## config.mk

```make
export PLATFORM = sky130hd
export DESIGN_NAME = fsm_feeder
export DESIGN_NICKNAME = d
export VERILOG_FILES = /design/src/rtl/fsm_feeder.sv
export SDC_FILE = /design/constraint.sdc
export NUM_CORES = 1
export LEC_CHECK = 0
export ABC_AREA = 1
export CAP_MARGIN = 20
export CORE_ASPECT_RATIO = 0.75
export CORE_MARGIN = 2
export CORE_UTILIZATION = 44
export CTS_CLUSTER_SIZE = 8
export DETAILED_ROUTE_END_ITERATION = 8
export PLACE_DENSITY_LB_ADDON = 0.08
export RECOVER_POWER = 25
export REMOVE_ABC_BUFFERS = 1
export SKIP_LAST_GASP = 1
export SLEW_MARGIN = 20
export SYNTH_ARGS = -nofsm -noshare
export SYNTH_HDL_FRONTEND = slang
export SYNTH_SLANG_ARGS = --single-unit
```

## constraint.sdc

```tcl
create_clock -name clk -period 2.1 [get_ports clk]
set_clock_uncertainty 0.05 [all_clocks]
set_input_delay 0.42 -clock clk [delete_from_list [all_inputs] [get_ports clk]]
set_output_delay 0.42 -clock clk [all_outputs]
set_load 0.1 [all_outputs]
```

## src/rtl/fsm_feeder.sv

```systemverilog
// Byte-stream feeder: buffers a valid/ready message, then replays it gap-free to the flag checker.
// Define FSM_FEEDER_ATTEMPT_CNT_EN to add the saturating attempt_cnt output.
module fsm_feeder #(
    parameter int unsigned DEPTH     = 64,
    parameter logic [7:0]  IDLE_BYTE = 8'h00
) (
    input  logic        clk,
    input  logic        rst,
    input  logic        in_valid,
    input  logic [7:0]  in_data,
    input  logic        in_last,
    output logic        in_ready,
    input  logic        ack,
    output logic [7:0]  di,
    input  logic        solved,
    output logic        busy,
    output logic        done,
    output logic        pass
`ifdef FSM_FEEDER_ATTEMPT_CNT_EN
    ,
    output logic [15:0] attempt_cnt
`endif
);

    localparam int unsigned AW = $clog2(DEPTH);
    localparam int unsigned PW = AW + 1;

    localparam logic [2:0] ST_LOAD  = 3'd0;
    localparam logic [2:0] ST_PRIME = 3'd1;
    localparam logic [2:0] ST_PLAY  = 3'd2;
    localparam logic [2:0] ST_CHECK = 3'd3;
    localparam logic [2:0] ST_DONE  = 3'd4;

    logic [2:0]    state_q,  state_d;
    logic [PW-1:0] wr_ptr_q, wr_ptr_d;
    logic [PW-1:0] rd_ptr_q, rd_ptr_d;
    logic [PW-1:0] len_q,    len_d;
    logic [7:0]    di_q,     di_d;
    logic          done_q,   done_d;
    logic          pass_q,   pass_d;
    logic          wr_en;
    logic [7:0]    mem_q [DEPTH];

`ifdef FSM_FEEDER_ATTEMPT_CNT_EN
    logic [15:0]   attempt_q, attempt_d;
`endif

    always_comb begin
        state_d  = state_q;
        wr_ptr_d = wr_ptr_q;
        rd_ptr_d = rd_ptr_q;
        len_d    = len_q;
        di_d     = IDLE_BYTE;
        done_d   = done_q;
        pass_d   = pass_q;
        wr_en    = 1'b0;
`ifdef FSM_FEEDER_ATTEMPT_CNT_EN
        attempt_d = attempt_q;
`endif
        case (state_q)
            ST_LOAD: begin
                if (in_valid) begin
                    wr_en    = 1'b1;
                    wr_ptr_d = wr_ptr_q + PW'(1);
                    // A full buffer terminates the message even without in_last.
                    if (in_last || (wr_ptr_q == PW'(DEPTH - 1))) begin
                        len_d   = wr_ptr_q + PW'(1);
                        state_d = ST_PRIME;
                    end
                end
            end
            ST_PRIME: begin
                // di is registered, so byte 0 is loaded here to appear in the first PLAY cycle.
                di_d     = mem_q[0];
                rd_ptr_d = PW'(1);
                state_d  = ST_PLAY;
            end
            ST_PLAY: begin
                if (rd_ptr_q == len_q) begin
                    state_d = ST_CHECK;
                end else begin
                    di_d     = mem_q[rd_ptr_q[AW-1:0]];
                    rd_ptr_d = rd_ptr_q + PW'(1);
                end
            end
            ST_CHECK: begin
                done_d  = 1'b1;
                pass_d  = solved;
                state_d = ST_DONE;
`ifdef FSM_FEEDER_ATTEMPT_CNT_EN
                if (attempt_q != 16'hFFFF) begin
                    attempt_d = attempt_q + 16'd1;
                end
`endif
            end
            ST_DONE: begin
                if (ack) begin
                    done_d   = 1'b0;
                    pass_d   = 1'b0;
                    wr_ptr_d = '0;
                    len_d    = '0;
                    state_d  = ST_LOAD;
                end
            end
            default: begin
                state_d = ST_LOAD;
            end
        endcase
    end

    always_ff @(posedge clk or posedge rst) begin
        if (rst) begin
            state_q  <= ST_LOAD;
            wr_ptr_q <= '0;
            rd_ptr_q <= '0;
            len_q    <= '0;
            di_q     <= IDLE_BYTE;
            done_q   <= 1'b0;
            pass_q   <= 1'b0;
        end else begin
            state_q  <= state_d;
            wr_ptr_q <= wr_ptr_d;
            rd_ptr_q <= rd_ptr_d;
            len_q    <= len_d;
            di_q     <= di_d;
            done_q   <= done_d;
            pass_q   <= pass_d;
        end
    end

    always_ff @(posedge clk) begin
        if (wr_en) begin
            mem_q[wr_ptr_q[AW-1:0]] <= in_data;
        end
    end

`ifdef FSM_FEEDER_ATTEMPT_CNT_EN
    always_ff @(posedge clk or posedge rst) begin
        if (rst) begin
            attempt_q <= '0;
        end else begin
            attempt_q <= attempt_d;
        end
    end

    assign attempt_cnt = attempt_q;
`endif

    assign in_ready = (state_q == ST_LOAD);
    assign busy     = (state_q == ST_PRIME) || (state_q == ST_PLAY) || (state_q == ST_CHECK);
    assign di       = di_q;
    assign done     = done_q;
    assign pass     = pass_q;

endmodule

```

==> run_results.csv <==
group,metric,value,unit
setup_path,cp.arrival,2.60,ns
setup_path,crit_family,"simple AND/OR/NAND/NOR gates",
detailed_routing,vias,16500,
detailed_routing,vias_per_cell,5.19,
setup_path,endpoint_kind,"flip-flop",
global_routing,grt_pass1_wl,99.0,mm
timing,finalHoldViolations,0,
cells_and_area,syn2layout_area_growth,20.7,%
cts,cts_made_buffers,78,
yosys,syn_area,23500,sq um
cells_and_area,nets,2469,
status,status,"complete, but fails checks",
cts,hold_buffers,0,
timing,maxSlewHeadroom,-38.1,%
setup_path,cp_max_fo,15,
yosys,synth.area.top_cells,"edfxtp_1 (65%), nand2_1 (11%), nand3_1 (5.6%)",
cells_and_area,antenna_cells,0,
cts,htreeDepth,3,
yosys,yosysTopAreaCell,"edfxtp_1",
yosys,synth_edf_count,512,
floorplanning,die_h,204,um
timing,tightest_slew,2.07,ns
timing,setup_violations,7,
floorplanning,dieArea,55400,sq um
detailed_routing,wl_per_cell,21.2,um
cts,cts-root-buf,"clkbuf_16",
cells_and_area,multi_input_area,5930,sq um
floorplanning,io_pins,26,
global_routing,grt_usage,24.3,%
cells_and_area,seqCellArea,16200,sq um
setup_path,crit_chain,"clkinv_8, buf_4, buf_4, clkbuf_16, nand2_1, nand3_1, nand3_1, nand2_1, nor2_1, nand2_1, nand3_1, nand2_1, nand2_1, nand2_1",
global_routing,grt_pass1_vias,16000,
yosys,synth_flop_cell,"edfxtp_1",
global_routing,grt_overflow,0,
yosys,synth_top_area_share,65.3,%
setup_path,crit_buf_inv,4,
yosys,yosys_warnings,0,
placement,portBuffers,25,
setup_path,slowest_delay,0.50,ns
setup_path,critPathRequiredTime,2.54,ns
run,drv_cap,7,
cts,clk_pin_slew_worst_paths,0.05,ns
yosys,avgSynthCellArea,10.4,sq um
floorplanning,die_w,271,um
timing,fin_ws,-0.0565,ns
yosys,seq_area_frac_synth,69.0,%
timing,rsz0062_at_grt,"yes",
yosys,yosysUniqueCellTypes,32,
placement,dp_worst_setup_slack,-0.249,ns
placement,finalWeightedCongestion,0.861,
cts,cts_tree,"yes",
setup_path,path_class,"reg2reg",
yosys,yosys-top-cells-count,"nand2_1 (717), edfxtp_1 (512), nand3_1 (261)",
status,violations,"capacitance limit, slew limit, setup timing",
floorplanning,start_util,44.5,%
setup_path,r2r_slack,-0.06,ns
detailed_routing,ant_nets,0,
timing,fmax,0.464,GHz
detailed_routing,drc,0,
min_path,hold_path.class,"in2async",
yosys,async_flop_share,6.23,%
cts,clk_latency,0.62,ns
cells_and_area,nFillCells,4632,
cells_and_area,layout-drive-gt1-share,14.6,%
detailed_routing,drt_iter0_drc,1840,
power_and_ir_drop,p_leak,11.6,nW
cts,cts.sinks,546,
yosys,ys_ff_latch,546,
floorplanning,core_area,52900,sq um
setup_path,cpMostUsedCell,"nand2_1",
global_routing,antenna_found_initial,2,
setup_path,worst_path_max_delay_cell,"dfrtp_4",
cts,cts.path.max_buffers,3,
yosys,synth_most_common_cell,"nand2_1",
placement,dp_hpwl,40.3,mm
detailed_routing,finalWirelength,67.4,mm
floorplanning,rows,73,
power_and_ir_drop,finalPower,36.0,mW
timing,finalCritPeriodShare,103,%
power_and_ir_drop,power.density,1270,nW/um^2
yosys,synth_cells,2273,
power_and_ir_drop,irDropWorstVdd,0.000865,V
setup_path,cp-start-kind,"flip-flop",
global_routing,grt_start_max_net_pins,65,
timing,min_period,2.16,ns
timing,finalMaxSlewViolations,412,
detailed_routing,drt-pass1-iter-count,8,
==> per-layer routing <==
layer,vias to the layer above,routed length (um),GRT usage (%)
met5,-,0,0
met4,0,1300,6.39
met3,100,4990,4.88
met2,579,29300,35.9
met1,8064,31800,36.7
li1,7801,-,-
==> timing repair <==
action                     4_1_cts  5_1_grt
cloned                           5        3
setup endpoints to repair      263      472
resized for setup               13       83
setup buffers                    1       12
pin swaps                        1       17
==> cells by family (layout without fill, tap and decap cells) <==
group	Yosys count	after routing	synth area share, %
compound gates	122	122	2.64
xor+xnor	10	10	0.372
fa+ha+maj	2	2	0.106
buf+inv	367	567	6.73
flops	546	546	69.0
simple gates	1226	1226	21.2
==> worst paths after layout <==
path | startpoint | endpoint | depth (start not counted)
hold reg to reg | len_q[4] | len_q[4] | 2
min in group clk | solved | pass | 3
setup reg to reg | rd_ptr_q[0] | di[0] | 14
setup / recovery | rd_ptr_q[0] | di[0] | 14
hold / removal | rst | state_q[0] | 3
max in group asynchronous | rst | rd_ptr_q[0] | 3
==> flip-flops by register name (all words and copies together), names as in the netlist <==
register,flops
pass,1
mem_q,512
rd_ptr_q,7
state_q,3
wr_ptr_q,7
len_q,7
done,1
di,8
==> power by group <==
part / switching [mW] / leakage [nW] / internal [mW]
registers: 0.312 / 5.04 / 12.3
logic: 7.93 / 5.55 / 4.23
clock network: 4.45 / 1.05 / 6.81
total: 12.7 / 11.6 / 23.3
==> worst register-to-register path, cell delays in order, from the launching register on <==
cell and delay (ns):
dfrtp_4 0.50, clkinv_8 0.10, buf_4 0.18, buf_4 0.16
clkbuf_16 0.18, nand2_1 0.07, nand3_1 0.06, nand3_1 0.14
nand2_1 0.07, nor2_1 0.11, nand2_1 0.12, nand3_1 0.10
nand2_1 0.08, nand2_1 0.07, nand2_1 0.05
==> final cells by class <==
class                   instances  share of cell area [%]
well taps                     712                    3.14
clock inverters                 6                   0.366
repair buffers                206                    7.73
clock buffers                  94                    7.23
multi-input cells            1360                    20.9
inverters                     261                    3.51
flip-flops and latches        546                    57.1
==> stage by stage <==
stage	hold slack, ns	utilization, %	std cells	setup TNS, ns	instance area [sq um]
2_1_floorplan	0.401	-	2167	-263.31	22900
3_3_place_gp	0.434	48.6	3064	-52.63	25700
3_5_place_dp	0.437	48.6	3064	-55.20	25700
4_1_cts	0.183	53.1	3170	-0.000281	28100
5_1_grt	0.246	53.7	3185	-1.68	28400
6_report	0.188	53.7	3185	-0.221	28400
==> cells in the final DEF, fill, tap and decap left out, types with 3 or more instances in the layout <==
cell type	synthesis	final
nand2_1	717	709
edfxtp_1	512	512
inv_1	253	249
nand3_1	261	242
nor2_1	233	209
buf_4	19	128
clkbuf_16	0	82
o21ai_0	62	55
o21ai_1	33	38
buf_12	0	32
dfrtp_1	34	29
nor2_2	2	24
a21oi_1	23	21
nand3_2	0	18
clkbuf_1	24	18
buf_6	11	13
xor2_1	9	9
nand2_2	0	7
clkbuf_2	0	7
inv_2	5	6
buf_2	42	6
clkinv_8	0	5
buf_16	0	5
clkdlybuf4s50_1	0	5
nor2_4	2	4
bufbuf_16	0	4
or2_2	3	3
nand4_1	3	3
clkinv_1	3	3
dfrtp_2	0	3
Power figures use the tool's default switching activity.
